<file path="src/rtl/clk_div_pkg.sv">
// Shared constants and types for the clk_div_bank channel divider bank.
package clk_div_pkg;

  localparam logic MODE_SQUARE = 1'b0;
  localparam logic MODE_PULSE  = 1'b1;

  localparam int DIV_W = 16;
  typedef logic [DIV_W-1:0] div_t;

endpackage

</file>
<file path="src/rtl/clk_div_chan.sv">
// One divider channel: counter, active/shadow divide ratio, mode tracking,
// and registered out/tick.
module clk_div_chan
  import clk_div_pkg::*;
#(
  parameter int CNT_W       = 16,
  parameter int DEFAULT_DIV = 2
) (
  input  logic             clk,
  input  logic             rst_n,
  input  logic             en,
  input  logic             mode,
  input  logic             ld,
  input  logic [CNT_W-1:0] ld_div,
  output logic             out,
  output logic             tick
);

  localparam logic [CNT_W-1:0] DIV_ONE = {{(CNT_W-1){1'b0}}, 1'b1};
  localparam logic [CNT_W-1:0] DIV_RST = CNT_W'(DEFAULT_DIV);

  logic [CNT_W-1:0] cnt_q, cnt_d;
  logic [CNT_W-1:0] div_q, div_d;
  logic [CNT_W-1:0] shd_q, shd_d;
  logic             mode_q, mode_d;
  logic             out_q, out_d;
  logic             tick_q, tick_d;
  logic             event_w;

  assign event_w = (div_q != '0) && (cnt_q == div_q - DIV_ONE);

  always_comb begin
    shd_d  = ld ? ld_div : shd_q;
    cnt_d  = cnt_q;
    div_d  = div_q;
    mode_d = mode_q;
    out_d  = out_q;
    tick_d = 1'b0;
    if (!en) begin
      // mode_q follows mode while idle so re-enable never looks like a mode change
      cnt_d  = '0;
      out_d  = 1'b0;
      div_d  = shd_d;
      mode_d = mode;
    end else if (mode != mode_q) begin
      cnt_d  = '0;
      out_d  = 1'b0;
      mode_d = mode;
    end else if (div_q == '0) begin
      // D=0 never produces an event, so a stalled channel picks up a new ratio at once
      cnt_d = '0;
      out_d = 1'b0;
      div_d = shd_d;
    end else if (event_w) begin
      cnt_d  = '0;
      tick_d = 1'b1;
      div_d  = shd_d;
      out_d  = (mode_q == MODE_PULSE) ? 1'b1 : ((shd_d != '0) && !out_q);
    end else begin
      cnt_d = cnt_q + DIV_ONE;
      out_d = (mode_q == MODE_PULSE) ? 1'b0 : out_q;
    end
  end

  always_ff @(posedge clk or negedge rst_n) begin
    if (!rst_n) begin
      cnt_q  <= '0;
      div_q  <= DIV_RST;
      shd_q  <= DIV_RST;
      mode_q <= MODE_SQUARE;
      out_q  <= 1'b0;
      tick_q <= 1'b0;
    end else begin
      cnt_q  <= cnt_d;
      div_q  <= div_d;
      shd_q  <= shd_d;
      mode_q <= mode_d;
      out_q  <= out_d;
      tick_q <= tick_d;
    end
  end

  assign out  = out_q;
  assign tick = tick_q;

endmodule

</file>
<file path="src/rtl/clk_div_bank.sv">
// Bank of NCH independent programmable clock-enable/divider channels with a
// shared load port decoded by channel index.
module clk_div_bank
  import clk_div_pkg::*;
#(
  parameter int NCH         = 4,
  parameter int CNT_W       = 16,
  parameter int DEFAULT_DIV = 2,
  localparam int CH_W       = $clog2(NCH)
) (
  input  logic             clk,
  input  logic             rst_n,
  input  logic [NCH-1:0]   en,
  input  logic [NCH-1:0]   mode,
  input  logic             ld_valid,
  input  logic [CH_W-1:0]  ld_ch,
  input  logic [CNT_W-1:0] ld_div,
  output logic [NCH-1:0]   out,
  output logic [NCH-1:0]   tick
);

  logic ld_in_range;
  assign ld_in_range = ({1'b0, ld_ch} < (CH_W+1)'(NCH));

  for (genvar i = 0; i < NCH; i++) begin : g_chan
    logic ld_w;
    assign ld_w = ld_valid && ld_in_range && (ld_ch == CH_W'(i));

    clk_div_chan #(
      .CNT_W       (CNT_W),
      .DEFAULT_DIV (DEFAULT_DIV)
    ) u_chan (
      .clk    (clk),
      .rst_n  (rst_n),
      .en     (en[i]),
      .mode   (mode[i]),
      .ld     (ld_w),
      .ld_div (ld_div),
      .out    (out[i]),
      .tick   (tick[i])
    );
  end

endmodule

</file>
<file path="config.mk">
export PLATFORM = sky130hd
export DESIGN_NAME = clk_div_bank
export DESIGN_NICKNAME = d
export VERILOG_FILES = /design/src/rtl/clk_div_pkg.sv /design/src/rtl/clk_div_chan.sv /design/src/rtl/clk_div_bank.sv
export SDC_FILE = /design/constraint.sdc
export NUM_CORES = 1
export LEC_CHECK = 0
export ABC_CLOCK_PERIOD_IN_PS = 6000
export BUFFER_PORTS_ARGS = -buffer_cell sky130_fd_sc_hd__buf_4
export CAP_MARGIN = 5
export CORE_UTILIZATION = 30
export CTS_BUF_LIST = sky130_fd_sc_hd__clkbuf_4
export DETAILED_ROUTE_END_ITERATION = 8
export PLACE_DENSITY_LB_ADDON = 0.3
export SLEW_MARGIN = 20
export SYNTH_ARGS = -nofsm -noshare
export SYNTH_HDL_FRONTEND = slang
export SYNTH_SLANG_ARGS = --single-unit
</file>
<file path="constraint.sdc">
create_clock -name clk -period 6 [get_ports clk]
set_clock_uncertainty 0.15 [all_clocks]
set_input_delay 0.3 -clock clk [delete_from_list [all_inputs] [get_ports clk]]
set_output_delay 0.3 -clock clk [all_outputs]
set_load 0.05 [all_outputs]
</file>
**Word level (Yosys, flattened, before mapping)**

Index checks and enable logic that the tools add are counted.

- $add $sub $neg: 8
- Equal/unequal tests: 27
- Mux-type cells: 84
- Reductions and logical operators: 33

Operator list:

| operator | count |
|---|---|
| $mux W16 | 36 |
| $reduce_bool A16 Y1 | 8 |
| $add A16 B1 Y16 const B | 4 |
| $eq A16 B16 Y1 | 4 |
| $logic_not A16 Y1 | 4 |
| $sub A16 B1 Y16 const B | 4 |
| $mux W1 | 48 |
| $ne A5 B1 Y1 const B | 4 |
| $logic_and A1 B1 Y1 | 12 |
| $ne A3 B1 Y1 const B | 4 |
| $ne A2 B1 Y1 const B | 4 |
| $ne A2 B2 Y1 const B | 4 |
| $reduce_and A2 Y1 | 4 |
| $eq A2 B2 Y1 const B | 2 |
| $logic_not A1 Y1 | 4 |
| $ne A1 B1 Y1 | 4 |
| $eq A2 B1 Y1 const B | 1 |
| $logic_not A2 Y1 | 1 |

- Register bits: 204
- Bits of input ports: 29
- Output and inout bits: 8
- Logic and storage cells: 176

**Longest topological paths before layout**

Gate-level depths: netlist (run 1).

- Word-level depth: 10
- Mapped depth: 13
- Mapped depth without buffers: 10

**Modules after synthesis**

A second synthesis (run 1) with hierarchy kept.

- Cells, all modules: 1,282
- Area total of the unflattened synthesis: 12,441.9 um2

Modules (own cells, without submodules):

| module | times used | cells an instance | area each (um2) | sequential area each (um2) |
|---|---|---|---|---|
| clk_div_chan at g_chan[2].u_chan ... | 2 | 396 | 3,449.6 | 1,278.7 |
| clk_div_chan at g_chan[0].u_chan ... | 2 | 243 | 2,752.6 | 1,278.7 |
| clk_div_bank | 1 | 4 | 37.5 | 0.0 |

**Least setup slack after synthesis (run 1)**

Ideal clock, no wire load.

- Kind: register to register
- Start point: reg g_chan[3].u_chan.div_q[0]
- End point: reg g_chan[3].u_chan.div_q[10]
- Library setup time: 125 ps
- Data arrival time: 3,095 ps
- Data required time: 5,725 ps
- Slack: 2,629 ps
- Cell stages (with the launch flop): 14
- Buffers on the path: 3
- Period minus slack after synthesis: 3,371 ps
- Cells stage by stage: dfrtp_1 inv_1 ha_1 or3b_1 clkbuf_1 o31ai_1 nand4_1 or4_1 a2111oi_4 nor2_2 a21o_1 buf_6 buf_6 mux2_4

- Cells in the longest elaborated chain, start to end: 5
- Elaborated cells between the ends (all ways): 10

Ends and longest elaborated chain:

| what | RTL line | text |
|---|---|---|
| start, declared | clk_div_chan.sv:23 | `logic [CNT_W-1:0] div_q, div_d;` |
| start signal, assigned | clk_div_chan.sv:75 | `div_q <= div_d;` |
| $sub A16 B1 Y16 | clk_div_chan.sv:30 | `assign event_w = (div_q != '0) && (cnt_q == div_q - DIV_ONE);` |
| $eq A16 B16 Y1 | clk_div_chan.sv:30 |  |
| $logic_and A1 B1 Y1 | clk_div_chan.sv:30 |  |
| $ne A3 B1 Y1 (no source line) | n/a |  |
| $reduce_and A2 Y1 (no source line) | n/a |  |

Parallel ways exist; a longest one is shown, timed or not. The select of a mux whose other input is x is not followed.
A chain may end at the register's enable or synchronous reset.

**Worst setup path in the final report (run 1)**

- Start point: reg g_chan[2].u_chan.div_q[0]
- End point: reg g_chan[2].u_chan.div_q[7]

- Cells in the longest elaborated chain, start to end: 5
- Elaborated cells between the ends (all ways): 10

Ends and longest elaborated chain:

| what | RTL line |
|---|---|
| start, declared | clk_div_chan.sv:23 |
| start signal, assigned | clk_div_chan.sv:75 |
| $sub A16 B1 Y16 | clk_div_chan.sv:30 |
| $eq A16 B16 Y1 | clk_div_chan.sv:30 |
| $logic_and A1 B1 Y1 | clk_div_chan.sv:30 |
| $ne A3 B1 Y1 (no source line) | n/a |
| $reduce_and A2 Y1 (no source line) | n/a |

Parallel ways exist; a longest one is shown, timed or not. The select of a mux whose other input is x is not followed.

==> implementation parameters, run 1 <==
Parameter                              Value

Route
  Routed vias/inst    4.86
  DRC violations left    0
  Final Routed Wirelength    24,500 µm
  Count of antenna-violating nets left after detailed routing    0
  Avg WL per Cell    15.5 µm
  DRC violation total after the first TritonRoute iteration    340
  Number of search-and-repair iterations in the first detailed-routing pass    4
  Overall via count from detail_route    7,668

Global routing
  Wire length of the first global-routing pass    40,300 µm
  Number of global-route vias before repair    7,576
  Number of antenna violations at the first check in global routing    1
  Total overflow reported by the global router    0
  Global Route Usage Sum    13.8%
  Largest net degree at the start of global routing    106

Critical path
  Setup slack on the worst flop-to-flop path    2080 ps
  Worst-path maximum fanout    16
  Startpoint of the worst setup timing path    g_chan[2].u_chan.div_q[0]
  Largest stage delay, worst path    750 ps
  Cell-by-cell listing of the critical path    inv_1 > ha_1 > nor3b_1 > and3_1 > o32ai_1 > a2111oi_0 > nand4b_1 > o21ai_1 > nand2_1 > mux2_2
  Worst r2r dst    g_chan[2].u_chan.div_q[7]
  Arrival time at the worst endpoint    4310 ps
  Count of cells along the worst register-to-register path    10
  Family with the most delay on the worst path    simple AND/OR/NAND/NOR gates
  Levels on crit path    10
  Category of the most critical setup path    reg2reg
  Required time at the worst-slack endpoint    6400 ps
  Startpoint type of the worst setup path    flip-flop
  Endpoint class of the critical path    flip-flop
  Worst flop-to-flop path startpoint    g_chan[2].u_chan.div_q[0]
  Critical path buffers and inverters    1
  Slowest stage cell on the critical path    nor3b_1

Floorplan
  Number of core rows    69
  Die area    0.0367 mm²
  Starting Density    30.4%
  Core area    0.0355 mm²
  Vertical die dimension    192 µm
  Boundary pin count    37
  Die extent in x    192 µm

Layout
  Area growth syn-to-layout    15.5%
  Number of nets in the layout    1,111
  Area of all placed cells without fillers    0.0125 mm²
  Fraction of final layout cells with drive strength greater than 1    25.7%
  Final cell count without fillers    1,578
  Number of fill cells    3,570
  Core Util, Final    35.1%
  Leading cell type in the layout, fill and taps excluded    dfrtp_1
  Leading cell types in the layout, fill and taps excluded    dfrtp_1 (196), mux2_2 (119), nor2_1 (107)

STA
  Post-layout min period    3920 ps
  TNS Setup    0 ps
  Worst Tran Pin Value    920 ps
  Peak Freq    0.255 GHz
  Endpoints failing setup    0
  Worst hold slack across all endpoints    96.5 ps
  Final setup margin    2080 ps
  Final Max Slew Viols    0
  Unrepaired setup endpoints after global routing    no
  Number of hold-slack violations in the final timing report    0
  Slew margin rel.    38.7%
  Tcrit/Tclk final    65.3%

Yosys
  Number of enable flip-flop cells after synthesis    0
  Top flip-flop cell by instance count after synthesis    dfrtp_1
  Synthesized net count    1,038
  Share of the yosys chip area belonging to registers    47.4%
  Syn avg cell area    10.8 µm²
  Cells after synthesis    997
  Yosys warns    0
  Flops & latches, synth    204
  Synthesized cell area    0.0108 mm²
  Async S/R FF share, synth    100%
  Library cells used by synthesis    73

Run
  Maximum Capacitance Violations    0

Place
  Instance area after placement    0.0114 mm²
  Number of I/O port buffers    36
  Post-Place Cells    1,448
  Pre-CTS WS    2170 ps
  Last weighted congestion value of the routability-driven placer    0.805
  Hpwl dp    17,300 µm

Clock tree
  Max H-tree Level    2
  Source-to-sink clock delay at the later pin of the worst-skew pair    710 ps
  Maximum root-to-sink buffer count    3
  Post-cts sizing count    0
  CTS Buf Count    56
  Post-CTS setup buffer count    0
  # clock sinks    204
  Root buf cell    clkbuf_4
  Clk pin slew, worst setup/hold paths    60 ps
  # hold bufs at CTS    25
  TritonCTS clock tree    built

Power and ir drop
  Pwr Total    3.98 mW
  P_leak    5.11 nW
  Max IR drop VDD    0.116 mV
  Power density relative to cell area    320 mW/mm²

Worst hold path
  Class of the worst hold path    in2async

Status
  Outcome    completed
sequential cells by signal, indices dropped and copies added (netlist names):
signal                cells
g_chan.u_chan.mode_q      4
g_chan.u_chan.cnt_q      64
g_chan.u_chan.div_q      64
g_chan.u_chan.tick        4
g_chan.u_chan.shd_q      64
g_chan.u_chan.out         4
worst max path at each step:
stage | endpoint
floorplan | g_chan[3].u_chan.div_q[10]
global placement | g_chan[3].u_chan.div_q[7]
detailed placement | g_chan[2].u_chan.div_q[7]
CTS | g_chan[2].u_chan.div_q[7]
global route | g_chan[2].u_chan.div_q[3]
finish | g_chan[2].u_chan.div_q[7]
Yosys cell counts (22+ instances only):
| master | count | share of area (%) |
|---|---|---|
| nand3_1 | 45 | 2.1 |
| xnor2_1 | 67 | 5.4 |
| clkbuf_1 | 35 | 1.2 |
| dfrtp_1 | 196 | 45 |
| nor4_1 | 29 | 1.7 |
| nand4_1 | 25 | 1.5 |
| mux2_2 | 119 | 12 |
| xor2_1 | 70 | 5.7 |
| nor2_1 | 107 | 3.7 |
| nor3_1 | 34 | 1.6 |
| nand2_1 | 45 | 1.6 |
| inv_1 | 22 | 0.77 |
cells by family (layout without fill, tap and decap cells):
| logic type | after synthesis | count (layout) | share of synthesized area, % |
|---|---|---|---|
| compound gates | 80 | 80 | 5.65 |
| buf+inv | 72 | 191 | 2.98 |
| xor+xnor | 137 | 137 | 11.1 |
| mux | 133 | 133 | 14.2 |
| fa+ha+maj | 12 | 12 | 1.39 |
| flops | 204 | 204 | 47.4 |
| other cells | 0 | 1 | 0 |
| simple gates | 359 | 359 | 17.2 |
where the power goes:
part | internal, mW | total, mW | switching [mW]
clock network | 0.721 | 1.31 | 0.588
logic | 0.428 | 0.855 | 0.427
registers | 1.59 | 1.82 | 0.228
total | 2.74 | 3.98 | 1.24
layout make-up:
type | instances | area (µm²) | area share, %
multi-input cells | 721 | 5360 | 43.0
flip-flops and latches | 204 | 5110 | 41.1
clock buffers | 90 | 676 | 5.42
well taps | 461 | 577 | 4.63
repair buffers | 65 | 557 | 4.47
clock inverters | 14 | 88.8 | 0.713
inverters | 22 | 82.6 | 0.663
diodes | 1 | 2.50 | 0.0201
worst reg2reg max path, stage by stage (launching register included):
cell and delay, ps:
dfrtp_1 460, inv_1 110, ha_1 260, nor3b_1 750, and3_1 300, o32ai_1 80
a2111oi_0 410, nand4b_1 150, o21ai_1 230, nand2_1 460, mux2_2 450
layer usage:
metal | vias up | global-route usage [%] | wire [µm]
met1 | 3729 | 18.9 | 11800
li1 | 3748 | - | -
met2 | 152 | 21.9 | 11200
met4 | 0 | 4.27 | 479
met5 | - | 0 | 0
met3 | 39 | 2.74 | 1010
Power figures use the tool's default switching activity.
==> inputs of run 2 (changes only) <==
--- a/config.mk
+++ b/config.mk
@@ -5,7 +5,7 @@
 export SDC_FILE = /design/constraint.sdc
 export NUM_CORES = 1
 export LEC_CHECK = 0
-export ABC_CLOCK_PERIOD_IN_PS = 6000
+export ABC_CLOCK_PERIOD_IN_PS = 3500
 export BUFFER_PORTS_ARGS = -buffer_cell sky130_fd_sc_hd__buf_4
 export CAP_MARGIN = 5
 export CORE_UTILIZATION = 30
==> constraint.sdc (replaced) <==
create_clock -name clk -period 3.5 [get_ports clk]
set_clock_uncertainty 0.15 [all_clocks]
set_input_delay 0.175 -clock clk [delete_from_list [all_inputs] [get_ports clk]]
set_output_delay 0.175 -clock clk [all_outputs]
set_load 0.05 [all_outputs]
==> run 2 against run 1 <==
Clock power grew 60%. Sequential share of layout area shrank 0.87 points. Setup slack worse by 1900 ps. Wire length is 1.3% higher. Largest cell class unchanged.
==> implementation parameters, run 2 (same netlist as run 1, synthesis figures left out) <==
Parameter                              Value

Layout
  Final cell count without fillers    1,607 (was 1,578)
  Leading registers by flop count    g_chan.u_chan.cnt_q (64), g_chan.u_chan.div_q (64), g_chan.u_chan.shd_q (64) (unchanged)
  Number of nets in the layout    1,147 (was 1,111)
  Area of all placed cells without fillers    0.0127 mm² (was 0.0125 mm²)
  Leading cell type in the layout, fill and taps excluded    dfrtp_1 (unchanged)
  Area growth syn-to-layout    18.0% (was 15.5%)
  Fraction of final layout cells with drive strength greater than 1    26.2% (was 25.7%)
  Leading cell types in the layout, fill and taps excluded    dfrtp_1 (196), mux2_2 (119), nor2_1 (107) (unchanged)
  Number of fill cells    3,597 (was 3,570)

Clock tree
  Max H-tree Level    2 (unchanged)
  Clk pin slew, worst setup/hold paths    60 ps (about the same)
  TritonCTS clock tree    built (unchanged)
  Maximum root-to-sink buffer count    3 (unchanged)
  CTS Buf Count    56 (unchanged)
  # clock sinks    204 (unchanged)
  Source-to-sink clock delay at the later pin of the worst-skew pair    710 ps (about the same)
  Root buf cell    clkbuf_4 (unchanged)

Power and ir drop
  Pwr Total    6.77 mW (was 3.98 mW)
  P_leak    5.25 nW (was 5.11 nW)
  Power density relative to cell area    532 mW/mm² (was 320 mW/mm²)
  Switching component of the power    2.14 mW (was 1.24 mW)
  Clk pwr share    31.0% (was 32.9%)
  Combinational cell fraction of total power    23.4% (was 21.5%)
  Share of power burned in registers    45.6% (was 45.7%)
  Switching part of the total power    31.6% (was 31.2%)
  Internal power component    4.63 mW (was 2.74 mW)
  Max IR drop VDD    0.216 mV (was 0.116 mV)

Place
  Last weighted congestion value of the routability-driven placer    0.831 (was 0.805)
  Instance area after placement    0.0116 mm² (was 0.0114 mm²)
  Hpwl dp    17,400 µm (was 17,300 µm)
  Post-Place Cells    1,470 (was 1,448)
  Number of I/O port buffers    36 (unchanged)

Global routing
  Largest net degree at the start of global routing    91 (was 106)
  Wire length of the first global-routing pass    41,900 µm (was 40,300 µm)
  Total overflow reported by the global router    0 (unchanged)
  Global Route Usage Sum    14.2% (was 13.8%)
  Number of antenna violations at the first check in global routing    1 (unchanged)
  Number of global-route vias before repair    8,064 (was 7,576)

Critical path
  Arrival time at the worst endpoint    3710 ps (was 4310 ps)
  Levels on crit path    9 (was 10)
  Slowest stage cell on the critical path    or4_1 (was nor3b_1)
  Largest stage delay, worst path    640 ps (was 750 ps)
  Worst-path maximum fanout    16 (unchanged)
  Required time at the worst-slack endpoint    3910 ps (was 6400 ps)
  Family with the most delay on the worst path    simple AND/OR/NAND/NOR gates (unchanged)
  Critical path buffers and inverters    1 (unchanged)
  Startpoint type of the worst setup path    flip-flop (unchanged)
  Endpoint class of the critical path    flip-flop (unchanged)
  Cell-by-cell listing of the critical path    or4_1 > or4_4 > o211ai_2 > o2111ai_1 > a2111oi_4 > nor2_2 > a21o_1 > buf_12 > mux2_4 (was inv_1 > ha_1 > nor3b_1 > and3_1 > o32ai_1 > a2111oi_0 > nand4b_1 > o21ai_1 > nand2_1 > mux2_2)
  Category of the most critical setup path    reg2reg (unchanged)
  Count of cells along the worst register-to-register path    9 (was 10)

Worst hold path
  Cell count of the worst hold path    2
  Class of the worst hold path    in2reg (was in2async)

Floorplan
  Die extent in x    192 µm (unchanged)
  Number of core rows    69 (unchanged)
  Core area    0.0355 mm² (unchanged)
  Boundary pin count    37 (unchanged)
  Starting Density    30.4% (unchanged)
  Die area    0.0367 mm² (unchanged)
  Vertical die dimension    192 µm (unchanged)

STA
  Unrepaired setup endpoints after global routing    no (unchanged)
  Peak Freq    0.303 GHz (was 0.255 GHz)
  Worst Tran Pin Value    635 ps (was 920 ps)
  Endpoints failing setup    0 (unchanged)
  Slew margin rel.    57.3% (was 38.7%)
  Number of hold-slack violations in the final timing report    0 (unchanged)
  Post-layout min period    3300 ps (was 3920 ps)
  TNS Setup    0 ps (unchanged)
  Final Max Slew Viols    0 (unchanged)
  Tcrit/Tclk final    94.3% (was 65.3%)

Route
  Count of antenna-violating nets left after detailed routing    0 (unchanged)
  Highest metal layer with signal wires    met4 (unchanged)
  Detail Route met3 WL    975 µm (was 1010 µm)
  Routed vias/inst    4.86 (about the same)
  Detailed-route wire length on metal 1    11,600 µm (was 11,800 µm)
  Avg WL per Cell    15.4 µm (was 15.5 µm)
  Overall via count from detail_route    7,813 (was 7,668)
  Number of search-and-repair iterations in the first detailed-routing pass    4 (unchanged)
  DRC violations left    0 (unchanged)
  DRC violation total after the first TritonRoute iteration    347 (was 340)
  Total met2 wirelength after detailed routing    11,700 µm (was 11,200 µm)
  Final Routed Wirelength    24,800 µm (was 24,500 µm)

Run
  Maximum Capacitance Violations    0 (unchanged)

Status
  Outcome    completed (unchanged)
==> run 2: final timing paths <==
kind                                                  from  slack [ps]                          to
worst min-delay path                               mode[0]          80     g_chan[0].u_chan.mode_q
worst min register to register  g_chan[2].u_chan.shd_q[13]         360  g_chan[2].u_chan.shd_q[13]
worst max-delay path             g_chan[3].u_chan.div_q[7]         200   g_chan[3].u_chan.div_q[7]
max in group asynchronous                            rst_n        2200   g_chan[0].u_chan.shd_q[5]
worst max register to register   g_chan[3].u_chan.div_q[7]         200   g_chan[3].u_chan.div_q[7]
min in group asynchronous                            rst_n         460   g_chan[3].u_chan.div_q[1]
==> run 2: timing repair <==
item,in CTS,in global routing
buffers inserted,0,0
setup endpoints to repair,0,7
hold buffers,38,1
gates resized for setup,0,1
hold endpoints to repair,340,1
==> run 2: cell type report <==
type / instances / area [µm²] / area share [%]
multi-input cells: 721 / 5360 / 42.1
inverters: 22 / 82.6 / 0.649
diodes: 1 / 2.50 / 0.0197
clock inverters: 19 / 104 / 0.816
well taps: 461 / 577 / 4.53
flip-flops and latches: 204 / 5110 / 40.2
repair buffers: 101 / 905 / 7.11
clock buffers: 78 / 586 / 4.60
==> run 2: power groups by stage <==
stage	clock network, mW	registers, mW	logic [mW]
2_1_floorplan	0	3.00	1.17
3_3_place_gp	0	3.12	1.52
3_5_place_dp	0	3.13	1.54
4_1_cts	2.20	3.09	1.60
5_1_grt	2.33	3.15	1.77
6_report	2.10	3.09	1.59
==> run 2: through the flow <==
step / hold WS, ps / util [%] / setup slack, ps
final: 83.6 / 35.9 / 199
after global routing: 32.5 / 35.9 / 35.1
after CTS: 4.15 / 35.8 / 159
after detailed placement: 93.3 / 32.8 / 186
after global placement: 89.9 / 32.8 / 232
after floorplan: -271 / - / 129
==> run 2: layer usage <==
layer | vias to the layer above | GRT usage (%)
met2 | 134 | 23.0
met1 | 3817 | 18.7
met3 | 48 | 3.16
met5 | - | 0
li1 | 3814 | -
met4 | 0 | 5.07
==> inputs of run 3 (changes only) <==
--- a/config.mk
+++ b/config.mk
@@ -12,6 +12,7 @@
 export CTS_BUF_LIST = sky130_fd_sc_hd__clkbuf_4
 export DETAILED_ROUTE_END_ITERATION = 8
 export PLACE_DENSITY_LB_ADDON = 0.3
+export REMOVE_ABC_BUFFERS = 1
 export SLEW_MARGIN = 20
 export SYNTH_ARGS = -nofsm -noshare
 export SYNTH_HDL_FRONTEND = slang
==> run 3 against run 2 <==
Cell count is 0.68% higher. Sequential share of layout area is 0.20 points lower. Maximum frequency is 2.2% lower. Critical path type unchanged.
==> implementation parameters, run 3 (same netlist as run 1, synthesis figures left out) <==
Parameter                              Value

Floorplan
  Starting Density    30.4% (unchanged)
  Vertical die dimension    192 µm (unchanged)
  Die area    0.0367 mm² (unchanged)
  Boundary pin count    37 (unchanged)
  Number of core rows    69 (unchanged)
  Core area    0.0355 mm² (unchanged)
  Die extent in x    192 µm (unchanged)

STA
  Final setup margin    124 ps (was 199 ps)
  Number of hold-slack violations in the final timing report    0 (unchanged)
  Slew margin rel.    57.9% (was 57.3%)
  Final Max Slew Viols    0 (unchanged)
  Post-layout min period    3380 ps (was 3300 ps)
  Peak Freq    0.296 GHz (was 0.303 GHz)
  Worst hold slack across all endpoints    66.1 ps (was 83.6 ps)
  Tcrit/Tclk final    96.4% (was 94.3%)
  Endpoints failing setup    0 (unchanged)
  Worst Tran Pin Value    615 ps (was 635 ps)
  Unrepaired setup endpoints after global routing    no (unchanged)
  TNS Setup    0 ps (unchanged)

Layout
  Leading cell type in the layout, fill and taps excluded    dfrtp_1 (unchanged)
  Area growth syn-to-layout    18.6% (was 18.0%)
  Leading registers by flop count    g_chan.u_chan.cnt_q (64), g_chan.u_chan.div_q (64), g_chan.u_chan.shd_q (64) (unchanged)
  Leading cell types in the layout, fill and taps excluded    dfrtp_1 (196), mux2_2 (119), nor2_1 (107) (unchanged)
  Fraction of final layout cells with drive strength greater than 1    27.1% (was 26.2%)
  Number of nets in the layout    1,149 (was 1,147)

Critical path
  Worst flop-to-flop path startpoint    g_chan[3].u_chan.div_q[7] (unchanged)
  Setup slack on the worst flop-to-flop path    120 ps (was 200 ps)
  Startpoint of the worst setup timing path    g_chan[3].u_chan.div_q[7] (unchanged)
  Worst r2r dst    g_chan[3].u_chan.div_q[14] (was g_chan[3].u_chan.div_q[7])
  Count of cells along the worst register-to-register path    9 (unchanged)
  Endpoint of the most critical setup path    g_chan[3].u_chan.div_q[14] (was g_chan[3].u_chan.div_q[7])
  Startpoint type of the worst setup path    flip-flop (unchanged)
  Endpoint class of the critical path    flip-flop (unchanged)
  Worst-path maximum fanout    16 (unchanged)
  Category of the most critical setup path    reg2reg (unchanged)
  Required time at the worst-slack endpoint    3880 ps (was 3910 ps)
  Arrival time at the worst endpoint    3760 ps (was 3710 ps)

Clock tree
  Source-to-sink clock delay at the later pin of the worst-skew pair    680 ps (was 710 ps)
  Root buf cell    clkbuf_4 (unchanged)
  Max H-tree Level    2 (unchanged)
  Clk pin slew, worst setup/hold paths    60 ps (about the same)
  Maximum root-to-sink buffer count    3 (unchanged)
  # clock sinks    204 (unchanged)
  CTS Buf Count    55 (was 56)
  TritonCTS clock tree    built (unchanged)

Route
  DRC violation total after the first TritonRoute iteration    443 (was 347)
  Overall via count from detail_route    7,831 (was 7,813)
  Final Routed Wirelength    24,700 µm (was 24,800 µm)
  Avg WL per Cell    15.3 µm (was 15.4 µm)
  Count of antenna-violating nets left after detailed routing    0 (unchanged)
  Number of search-and-repair iterations in the first detailed-routing pass    5 (was 4)
  DRC violations left    0 (unchanged)
  Routed vias/inst    4.84 (was 4.86)

Place
  Last weighted congestion value of the routability-driven placer    0.841 (was 0.831)
  Pre-CTS WS    119 ps (was 186 ps)
  Hpwl dp    17,300 µm (was 17,400 µm)
  Number of I/O port buffers    36 (unchanged)

Global routing
  Wire length of the first global-routing pass    41,200 µm (was 41,900 µm)
  Largest net degree at the start of global routing    78 (was 91)
  Global Route Usage Sum    14.0% (was 14.2%)
  Total overflow reported by the global router    0 (unchanged)
  Number of antenna violations at the first check in global routing    4 (was 1)
  Number of global-route vias before repair    7,893 (was 8,064)

Status
  Outcome    completed (unchanged)

Power and ir drop
  P_leak    5.28 nW (was 5.25 nW)
  Max IR drop VDD    0.228 mV (was 0.216 mV)
  Pwr Total    6.79 mW (was 6.77 mW)
  Power density relative to cell area    531 mW/mm² (was 532 mW/mm²)

Worst hold path
  Class of the worst hold path    in2reg (unchanged)

Run
  Maximum Capacitance Violations    0 (unchanged)
## run 3: changes by cell type in the layout (fill, tap and decap cells not counted), sizes merged
cell and change:
clkbuf +9, buf +5, clkinv -3, diode +3, bufinv -1, dlygate4sd3 -2
## run 3: metal layers
| metal | part of all wire, % | vias to the layer above | GRT usage (%) |
|---|---|---|---|
| met1 | 48 | 3817 | 19.0 |
| met2 | 45 | 149 | 21.9 |
| met3 | 4.7 | 39 | 3.44 |
| met4 | 2.2 | 0 | 4.76 |
| met5 | 0 | - | 0 |
| li1 | - | 3826 | - |
## run 3: repair_timing
action                                  CTS  global route
endpoints found under the hold margin   361             6
endpoints found under the setup margin    0            38
buffers inserted                          0             4
gates resized for setup                   0             3
hold buffers                             36             1
## run 3: worst max-delay path, cell delays in order (launching register included)
cell	delay, ps
dfrtp_1	370
or4_1	650
or4_4	590
o211ai_2	180
o2111ai_1	180
a2111oi_4	380
nor2_2	90
a21o_1	190
buf_12	160
mux2_4	290
## run 3: how the worst min path moves through the flow
| stage | startpoint | endpoint | slack (ps) | depth (start not counted) |
|---|---|---|---|---|
| final | mode[0] | g_chan[0].u_chan.mode_q | 70 | 2 |
| after detailed placement | rst_n | g_chan[0].u_chan.cnt_q[2] | 140 | 1 |
| after floorplan | rst_n | g_chan[0].u_chan.cnt_q[0] | -270 | 0 |
| after global routing | mode[0] | g_chan[0].u_chan.mode_q | 20 | 2 |
| after CTS | mode[0] | g_chan[0].u_chan.mode_q | 1 | 2 |
| after global placement | rst_n | g_chan[0].u_chan.cnt_q[2] | 130 | 1 |
## run 3: stage by stage
step                      util (%)  cell area [µm²]  cells
after floorplan                  -            10500    947
after global placement        32.8            11600   1471
after detailed placement      32.8            11600   1471
after CTS                     35.9            12700   1609
after global routing          36.0            12800   1618
final                         36.0            12800   1618
## run 3: cell type report
class / instances / area [µm²]
diodes: 4 / 10.0
clock buffers: 87 / 653
clock inverters: 15 / 61.3
fillers: 3576 / 22700
inverters: 22 / 82.6
multi-input cells: 721 / 5360
flip-flops and latches: 204 / 5110
well taps: 461 / 577
repair buffers: 104 / 935
## run 3: where the power goes
group	switching, mW	total (mW)	internal [mW]
clock network	0.997	2.12	1.12
logic	0.778	1.58	0.807
registers	0.358	3.08	2.73
